==> src/rtl/monitor_memory_arbiter.sv <==
// Two-port arbiter in front of a single-ported on-chip memory with registered address and 1-cycle read latency.
// Define ARB_ROUND_ROBIN_EN for round-robin tie-breaking from IDLE; the default build gives m0 fixed priority on ties.
module monitor_memory_arbiter #(
    parameter int ADDR_W   = 11,
    parameter int DATA_W   = 32,
    parameter int MAX_HOLD = 4
) (
    input  logic                clk,
    input  logic                reset_n,
    input  logic [ADDR_W-1:0]   m0_address,
    input  logic [DATA_W/8-1:0] m0_byteenable,
    input  logic                m0_read,
    input  logic                m0_write,
    input  logic [DATA_W-1:0]   m0_writedata,
    output logic                m0_waitrequest,
    output logic [DATA_W-1:0]   m0_readdata,
    output logic                m0_readdatavalid,
    input  logic [ADDR_W-1:0]   m1_address,
    input  logic [DATA_W/8-1:0] m1_byteenable,
    input  logic                m1_read,
    input  logic                m1_write,
    input  logic [DATA_W-1:0]   m1_writedata,
    output logic                m1_waitrequest,
    output logic [DATA_W-1:0]   m1_readdata,
    output logic                m1_readdatavalid,
    output logic [ADDR_W-1:0]   mem_address,
    output logic [DATA_W/8-1:0] mem_byteenable,
    output logic [DATA_W-1:0]   mem_writedata,
    output logic                mem_chipselect,
    output logic                mem_write,
    output logic                mem_clken,
    input  logic [DATA_W-1:0]   mem_readdata
);

    localparam int HOLD_W = $clog2(MAX_HOLD) + 1;

    typedef enum logic [1:0] {IDLE, OWN0, OWN1} state_e;

    state_e            state_q, state_d;
    logic [HOLD_W-1:0] hold_q, hold_d;
    logic              last_grant_q, last_grant_d;
    logic              rd_pend_q, rd_pend_d;
    logic              rd_port_q, rd_port_d;

    logic pend0, pend1;
    logic gnt0, gnt1;
    logic hold_ok;
    logic tie_to_m1;

    assign pend0   = m0_read | m0_write;
    assign pend1   = m1_read | m1_write;
    assign hold_ok = hold_q < HOLD_W'(MAX_HOLD);

`ifdef ARB_ROUND_ROBIN_EN
    assign tie_to_m1 = ~last_grant_q;
`else
    assign tie_to_m1 = 1'b0;
`endif

    // NOTE: every always_comb output gets a default before any branch so no latch is inferred.
    always_comb begin
        gnt0 = 1'b0;
        gnt1 = 1'b0;
        unique case (state_q)
            OWN0: begin
                if (pend0 && (!pend1 || hold_ok)) gnt0 = 1'b1;
                else if (pend1)                   gnt1 = 1'b1;
            end
            OWN1: begin
                if (pend1 && (!pend0 || hold_ok)) gnt1 = 1'b1;
                else if (pend0)                   gnt0 = 1'b1;
            end
            default: begin
                if (pend0 && pend1) begin
                    gnt1 = tie_to_m1;
                    gnt0 = ~tie_to_m1;
                end else begin
                    gnt0 = pend0;
                    gnt1 = pend1;
                end
            end
        endcase
        // Nothing is granted while reset is held, whatever the requesters do.
        if (!reset_n) begin
            gnt0 = 1'b0;
            gnt1 = 1'b0;
        end
    end

    always_comb begin
        state_d      = state_q;
        hold_d       = hold_q;
        last_grant_d = last_grant_q;
        rd_pend_d    = 1'b0;
        rd_port_d    = rd_port_q;
        if (gnt0 || gnt1) begin
            if ((gnt0 && state_q == OWN0) || (gnt1 && state_q == OWN1)) begin
                hold_d = (hold_q == HOLD_W'(MAX_HOLD)) ? hold_q : hold_q + HOLD_W'(1);
            end else begin
                state_d = gnt1 ? OWN1 : OWN0;
                hold_d  = HOLD_W'(1);
            end
`ifdef ARB_ROUND_ROBIN_EN
            last_grant_d = gnt1;
`endif
            // Read+write together counts as a write, so no return strobe.
            rd_pend_d = (gnt0 && m0_read && !m0_write) || (gnt1 && m1_read && !m1_write);
            rd_port_d = gnt1;
        end else begin
            state_d = IDLE;
            hold_d  = '0;
        end
    end

    always_ff @(posedge clk) begin
        if (!reset_n) begin
            state_q      <= IDLE;
            hold_q       <= '0;
            last_grant_q <= 1'b1;
            rd_pend_q    <= 1'b0;
            rd_port_q    <= 1'b0;
        end else begin
            state_q      <= state_d;
            hold_q       <= hold_d;
            last_grant_q <= last_grant_d;
            rd_pend_q    <= rd_pend_d;
            rd_port_q    <= rd_port_d;
        end
    end

    assign mem_clken      = reset_n;
    assign mem_chipselect = gnt0 | gnt1;
    assign mem_write      = (gnt0 & m0_write) | (gnt1 & m1_write);
    assign mem_address    = gnt1 ? m1_address    : (gnt0 ? m0_address    : '0);
    assign mem_byteenable = gnt1 ? m1_byteenable : (gnt0 ? m0_byteenable : '0);
    assign mem_writedata  = gnt1 ? m1_writedata  : (gnt0 ? m0_writedata  : '0);

    assign m0_waitrequest = ~reset_n | (pend0 & ~gnt0);
    assign m1_waitrequest = ~reset_n | (pend1 & ~gnt1);

    assign m0_readdatavalid = reset_n & rd_pend_q & ~rd_port_q;
    assign m1_readdatavalid = reset_n & rd_pend_q &  rd_port_q;
    assign m0_readdata      = m0_readdatavalid ? mem_readdata : '0;
    assign m1_readdata      = m1_readdatavalid ? mem_readdata : '0;

endmodule

==> config.mk <==
export PLATFORM = sky130hd
export DESIGN_NAME = monitor_memory_arbiter
export DESIGN_NICKNAME = d
export VERILOG_FILES = /design/src/rtl/monitor_memory_arbiter.sv
export SDC_FILE = /design/constraint.sdc
export NUM_CORES = 1
export LEC_CHECK = 0
export BUFFER_PORTS_ARGS = -buffer_cell sky130_fd_sc_hd__buf_4
export CORE_AREA = 2 2 97 99
export DETAILED_ROUTE_END_ITERATION = 16
export DIE_AREA = 0 0 99 101
export SYNTH_ARGS = -nofsm -noshare
export SYNTH_HDL_FRONTEND = slang
export SYNTH_SLANG_ARGS = --single-unit
==> constraint.sdc <==
create_clock -name clk -period 2.2 [get_ports clk]
set_input_delay 0.22 -clock clk [delete_from_list [all_inputs] [get_ports clk]]
set_output_delay 0.22 -clock clk [all_outputs]
set_load 0.03 [all_outputs]
Word level (Yosys, flattened, before mapping)
Index checks and enable logic that the tools add are counted.

word-level totals
  bits of input ports = 132
  word-level logic and storage cells = 71
  output and inout port bits = 118
  flip-flop bits (word level) = 7

operators by class
  magnitude comparators = 1
  reduce and logical (&&, ||, !) cells = 20
  muxes and demuxes = 23
  equality and inequality tests = 4
  bitwise logic cells = 17
  $add $sub $neg = 1

operators by type and width
  cell                                                              number
  32-bit two-way mux                                                4
  11-bit two-way mux                                                2
  1-bit two-way mux                                                 12
  1-bit logical AND                                                 9
  4-bit two-way mux                                                 2
  1-bit bitwise AND                                                 7
  1-bit bitwise OR                                                  6
  1-bit logical OR                                                  5
  1-bit zero test                                                   4
  1-bit inverter                                                    4
  1-bit case mux with 2 select lines                                2
  3-bit by 1-bit adder with 3-bit output (second input constant)    1
  3-bit == test (second input constant)                             1
  3-bit less-than comparator (second input constant)                1
  3-bit AND reduction                                               1
  2-bit by 1-bit == test with 1-bit output (second input constant)  1
  2-bit == test (second input constant)                             1
  2-bit two-way mux                                                 1
  2-bit inequality test (second input constant)                     1
  2-bit AND reduction                                               1

Longest topological paths before layout
Gate-level depths: netlist (run 1).

  word-level depth = 10
  mapped depth = 8

Worst setup path after synthesis (run 1)
Ideal clock, no wire load.

  path kind = reg2out
  from = register state_q[0]
  to = output mem_address[5]
  data arrival time = 1.976 ns
  path buffers = 1
  slack = 0.004 ns
  required time = 1.980 ns
  stages on the path, launching flop included = 8
  path through = dfxtp_1 > inv_1 > ha_1 > or3b_1 > a41oi_4 > buf_6 > nand2_1 > o21ai_1

between the ends
  longest elaborated chain between the ends = 5
  elaborated cells between the ends (all ways) = 8
  classes of those cells = eq/ne (2); mux (6)

RTL lines
  element                                                                    line  RTL
  start: declaration                                                         39    state_e state_q, state_d;
  start signal: assignment                                                   123   state_q <= state_d;
  2-bit == test or 2-bit by 1-bit == test with 1-bit output (tied branches)  64    unique case (state_q)
  1-bit case mux with 2 select lines                                         64
  1-bit two-way mux                                                          84    if (!reset_n) begin
  11-bit two-way mux                                                         134   assign mem_address = gnt1 ? m1_address : (gnt0 ? m0_address : '0);
  11-bit two-way mux (*)                                                     134
  end: declaration                                                           26    output logic [ADDR_W-1:0] mem_address,

Every way passes the cells marked *; elsewhere a longest branch is shown, timed or not.

Worst setup path after layout (run 1)
  from = register state_q[0]
  to = output mem_writedata[18]

between the ends
  longest elaborated chain between the ends = 5
  elaborated cells between the ends (all ways) = 8
  classes of those cells = eq/ne (2); mux (6)

RTL lines
  element                                                                    line  RTL
  2-bit == test or 2-bit by 1-bit == test with 1-bit output (tied branches)  64
  1-bit case mux with 2 select lines                                         64
  1-bit two-way mux                                                          84
  32-bit two-way mux                                                         136   assign mem_writedata = gnt1 ? m1_writedata : (gnt0 ? m0_writedata : '0);
  32-bit two-way mux (*)                                                     136
  end: declaration                                                           28    output logic [DATA_W-1:0] mem_writedata,

Marked as above.

==> results.toml, run 1 <==
[global_routing]
antenna_found_initial = 0
grt_pass1_vias = 3095
grt_pass1_wl_um = 16060
grtUsageTotal_pct = 19.61
grt_max_degree = 50
grt_overflow_total = 0

[sta]
finalMaxSlewViolations = 0
fin_crit_sh_pct = 104.0
finalClockSkew_ns = 0.001634
hold_violations = 0
slew_headroom_pct = 70.16
rsz0062_at_grt = "yes"
tightest_slew_ns = 0.4429
fin_ws_ns = -0.08823
fmax_ghz = 0.4370
min_period_ns = 2.288
setup_viol = 41
setup_total_negative_slack_ns = -2.257

[worst_setup_path]
max_stage_delay_ns = 0.39
critical-path-top-delay-family = "buffers and inverters"
start_kind = "flip-flop"
worstPathArrival_ns = 2.07
crit_path_max_fanout = 8
cpMaxStageDelayCell = "or3b_4"
path_buf_inv = 4
crit_top_cell = "buf_6"
crit_type = "reg2out"
required_ns = 1.98
path_cells = "inv_4 -> ha_4 -> or3b_4 -> a41oi_4 -> buf_6 -> buf_12 -> nand2_4 -> o21ai_4 -> buf_6"
crit_path_end_kind = "output port"

[cts]
cts_made_buffers = 3
cts_root_buf = "clkbuf_8"
cts_sinks = 7
cts_hold_buf = 0
cts_tree = "built"
clock_latency_ns = 0.23
h-tree-depth = 1
clk_pin_slew_ns = 0.04
cts.path.max_buffers = 2

[routing]
vias_per_cell = 4.841
num_vias = 3195
avgRoutedWirePerCell_um = 16.69
drc = 0
drt_first_pass_iters = 4
initialDrtViolationCount = 123
routed_wl_um = 11010
drtAntennaViolNets = 0

[die]
die_area_sq_mm = 0.009999
num_rows = 35
io_pins = 250
die_x_um = 99
die-height_um = 101
coreArea_sq_mm = 0.008977
start_util_pct = 23.05

[layout]
layout-drive-gt1-share_pct = 66.85
fin_area_sq_mm = 0.004652
finalNetCount = 686
fin_util_pct = 51.82
nFillCells = 852
area_delta_synth_final_pct = 124.8
stdcell_count = 660
diodes = 0

[logic_synthesis]
seq_area_frac_synth_pct = 6.771
syn_area_sq_mm = 0.002069
yosys.area.top_type = "and2_1"
avgSynthCellArea_sq_um = 6.719
synth_top_area_share_pct = 19.35
ys.flop_type = "dfxtp_1"
ys_warn_count = 0
synthesis.nets = 444
ys_ff_latch = 7
synthArstFlopShare_pct = 0
synthDistinctLibCells = 39
synthCells = 308
synth_area_leaders = "and2_1, o21ai_2, nand4_1"
synth_edf_count = 0

[pwr]
power_switching_mw = 2.792
p_per_area_mw_per_mm2 = 1074
pwr-share-seq_pct = 4.3
p_leak_nw = 2.310
power_frac_clock_pct = 3.7
power_frac_comb_pct = 92.1
switching_share_pct = 55.89
peakVddDrop_v = 0.0007862
p_int_mw = 2.203

[run_status]
status = "finished, violations left"
violations = "negative setup slack"

[place]
dp_cells = 645
port_buffers = 249
routabilityCongestion = 0.8846
dp_slack_ns = 0.03169
dp_hpwl_um = 8187
postPlaceCellArea_sq_mm = 0.003998

[run]
drv_cap = 0

[min_path]
hold_class = "in2reg"
==> layer usage <==
metal	GRT usage (%)	vias to the layer above	share of wire, %
li1	-	1570	-
met1	22.37	1464	37
met2	37.37	151	55
met3	3.745	10	7.4
met4	4.742	0	1.4
met5	0	-	0
==> cells in the mapped netlist (2+ instances only) <==
library cell / instances
clkbuf_1: 15
nand2_1: 54
buf_6: 8
a21oi_1: 2
nor2_1: 5
and2_1: 64
nor3_1: 3
inv_1: 6
o21ai_2: 45
dfxtp_1: 7
nand4_1: 47
buf_8: 2
or3b_1: 2
ha_1: 4
buf_4: 3
o21a_1: 3
and3_1: 2
buf_2: 8
o21ai_1: 4
o21ai_0: 5
==> what timing repair did <==
action                     CTS  global route
buffers inserted             8             2
cloned                       2             2
pin swaps                   32            33
setup endpoints to repair   49            48
resized for setup          103            28
==> power groups by stage <==
stage / Combinational, mW / Sequential (mW) / Clock, mW
6_report: 4.60 / 0.213 / 0.183
3_3_place_gp: 3.77 / 0.193 / 0
5_1_grt: 4.89 / 0.217 / 0.197
3_5_place_dp: 3.80 / 0.194 / 0
4_1_cts: 4.47 / 0.206 / 0.187
2_1_floorplan: 2.56 / 0.188 / 0
==> final timing paths <==
check,slack [ns],depth (start not counted),startpoint,end
worst max-delay path,-0.09,9,state_q[0],mem_writedata[18]
worst min-delay path,0.35,2,m0_read,rd_pend_q
worst max register to register,0.39,9,state_q[0],state_q[0]
worst min register to register,0.46,2,rd_port_q,rd_port_q
==> cells by family after synthesis <==
group | after synthesis | share of synthesized area [%]
fa+ha+maj | 4 | 2.418
flops | 7 | 6.771
compound gates | 72 | 29.69
simple gates | 180 | 47.34
buf+inv | 43 | 12.88
mux | 1 | 0.4837
xor+xnor | 1 | 0.4233
==> sequential cells by signal (all words and copies together), names as in the netlist <==
name	cells
hold_q	3
rd_pend_q	1
state_q	2
rd_port_q	1
==> per-stage QoR <==
stage	hold WS, ns	power [mW]
after floorplan	0.4407	2.753
after global placement	0.4535	3.965
after detailed placement	0.4609	3.989
after CTS	0.3433	4.859
after global routing	0.3609	5.308
final	0.3549	4.995
==> cells in the final DEF (no fill, tap or decap), types with 2 or more instances in the layout <==
cell type	count
buf_4	215
and2_1	64
buf_6	51
nand4_1	47
o21ai_2	40
nand2_1	24
nand2_4	19
nand2_2	11
nor2_1	5
o21ai_0	5
o21ai_4	5
dfxtp_1	5
o21ai_1	4
buf_12	4
o21a_1	3
inv_1	3
nor3_1	3
clkbuf_8	3
inv_2	2
or3b_4	2
a21oi_1	2
ha_4	2
ha_1	2
clkbuf_16	2
==> layout make-up <==
class,instances,area (sq um),area share (%)
Clock buffer,4,45.04,0.9683
Inverter,6,25.02,0.5379
Multi-Input combinational cell,258,1937,41.64
Sequential cell,7,145.1,3.120
Tap cell,111,138.9,2.985
Timing Repair Buffer,274,2361,50.75
Power figures use the tool's default switching activity.
==> run 2: changes to the inputs <==
--- a/config.mk
+++ b/config.mk
@@ -9,6 +9,7 @@
 export CORE_AREA = 2 2 97 99
 export DETAILED_ROUTE_END_ITERATION = 16
 export DIE_AREA = 0 0 99 101
+export PLACE_DENSITY = 0.59
 export SYNTH_ARGS = -nofsm -noshare
 export SYNTH_HDL_FRONTEND = slang
 export SYNTH_SLANG_ARGS = --single-unit
==> results.toml, run 2 (synthesis gave the netlist of run 1 again) <==
[layout]
top_register = "hold_q"
diodes = 0
fin_area_sq_mm = 0.004606
stdcell_count = 659
final_cell_mix = "buf_4, and2_1, nand4_1, buf_6, o21ai_2"
finalNetCount = 685
layout-drive-gt1-share_pct = 65.15
area_delta_synth_final_pct = 122.6
largest_reg_flops = 3
nFillCells = 876
final_common_cell = "buf_4"
largest_registers = "hold_q: 3 flops, state_q: 2 flops"

[sta]
setup_total_negative_slack_ns = -3.229
fin_ws_ns = -0.09121
fmax_ghz = 0.4365
hold_violations = 0
fin_crit_sh_pct = 104.1
finalClockSkew_ns = 0.002152
rsz0062_at_grt = "yes"
tightest_slew_ns = 0.4418
setup_viol = 47
min_period_ns = 2.291
finalMaxSlewViolations = 0
slew_headroom_pct = 70.24

[place]
dp_cells = 642
routabilityCongestion = 0.8507
postPlaceCellArea_sq_mm = 0.003988
dp_hpwl_um = 7743
dp_slack_ns = -0.04775
port_buffers = 249

[run]
drv_cap = 0

[routing]
avgRoutedWirePerCell_um = 16.04
initialDrtViolationCount = 110
drtAntennaViolNets = 0
drc = 0
vias_per_cell = 4.830
num_vias = 3183
routed_wl_um = 10570
drt_first_pass_iters = 4

[global_routing]
grt_overflow_total = 0
grt_pass1_wl_um = 15170
grt_max_degree = 50
grtUsageTotal_pct = 18.53
antenna_found_initial = 0
grt_pass1_vias = 2956

[die]
die_x_um = 99
coreArea_sq_mm = 0.008977
io_pins = 250
die_area_sq_mm = 0.009999
die-height_um = 101
num_rows = 35
start_util_pct = 23.05

[worst_setup_path]
start_kind = "flip-flop"
crit_path_end_kind = "output port"
r2r_end = "state_q[0]"
worstPathArrival_ns = 2.07
required_ns = 1.98
reg2reg_from = "state_q[0]"
r2r_slack_ns = 0.35
crit_type = "reg2out"
crit_path_max_fanout = 7
r2r_cells = 9

[pwr]
power_switching_mw = 2.729
pwr-share-seq_pct = 4.2
power_frac_comb_pct = 92.2
p_per_area_mw_per_mm2 = 1073
p_int_mw = 2.212
p_leak_nw = 2.278
power_frac_clock_pct = 3.6
peakVddDrop_v = 0.0007775
switching_share_pct = 55.23

[cts]
cts_sinks = 7
cts_tree = "built"
h-tree-depth = 1
cts_made_buffers = 3
cts_root_buf = "clkbuf_8"
cts.path.max_buffers = 2
cts_hold_buf = 0
clk_pin_slew_ns = 0.04
clock_latency_ns = 0.22

[min_path]
hold_class = "in2reg"
holdPathEnd = "rd_port_q"
hold_start = "reset_n"
worst_hold_path.num_cells = 3

[run_status]
status = "finished, violations left"
violations = "negative setup slack"
run 2: cell types whose count changed in the layout (fill, tap and decap cells not counted), moves of 3 or more:
cell,before,now
buf_6,51,47
nand2_2,11,8
nand2_4,19,14
nand2_1,24,32
o21ai_4,5,2
o21ai_2,40,43
run 2: power groups by stage:
stage / Clock [mW] / Sequential, mW / Combinational [mW]
floorplan: 0 / 0.188 / 2.56
global placement: 0 / 0.192 / 3.74
detailed placement: 0 / 0.195 / 3.76
CTS: 0.180 / 0.204 / 4.32
global route: 0.191 / 0.211 / 4.80
finish: 0.177 / 0.209 / 4.55
run 2: worst max-delay path: stages (launching register included):
cell and delay (ns):
dfxtp_2 0.33, inv_2 0.07, ha_4 0.16, or3b_4 0.39
a41oi_4 0.20, buf_12 0.19, clkbuf_16 0.18, nand2_4 0.05
o21ai_2 0.14, buf_6 0.14
run 2: area by class of cell:
| cell class | count | area [sq um] | area share, % |
|---|---|---|---|
| sequential | 7 | 145.1 | 3.151 |
| tap | 111 | 138.9 | 3.015 |
| multi-input combinational | 258 | 1873 | 40.67 |
| timing repair buffer | 273 | 2381 | 51.70 |
| clock buffer | 4 | 45.04 | 0.9780 |
| inverter | 6 | 22.52 | 0.4890 |
run 2: repair_timing:
item | in CTS | in global routing
buffers inserted | 7 | 1
pin swaps | 5 | 32
gates resized for setup | 60 | 42
endpoints found under the setup margin | 50 | 48
gates cloned | 2 | 3
run 2: metrics by stage:
| stage | hold WS [ns] | util (%) | total power, mW |
|---|---|---|---|
| after floorplan | 0.4407 | - | 2.753 |
| after global placement | 0.4481 | 44.42 | 3.928 |
| after detailed placement | 0.4589 | 44.42 | 3.951 |
| after CTS | 0.3279 | 48.66 | 4.700 |
| after global routing | 0.3481 | 51.30 | 5.205 |
| final | 0.3346 | 51.30 | 4.941 |
run 2: worst max path at each step:
stage                    start                 to  slack, ns  cells after the start
floorplan           state_q[0]     mem_address[5]      0.004                      7
global placement    state_q[0]     mem_address[2]      -0.02                      8
detailed placement  state_q[0]     mem_address[2]      -0.05                      8
CTS                 state_q[1]  mem_byteenable[1]      -0.10                      9
global route        state_q[0]     mem_address[3]      -0.17                      9
finish              state_q[0]  mem_byteenable[3]      -0.09                      9
run 2: layer usage:
metal / wire length (um) / GRT usage [%]
met5: 0 / 0
met2: 5667 / 35.97
met4: 77 / 2.845
met3: 745 / 2.843
met1: 4079 / 21.66
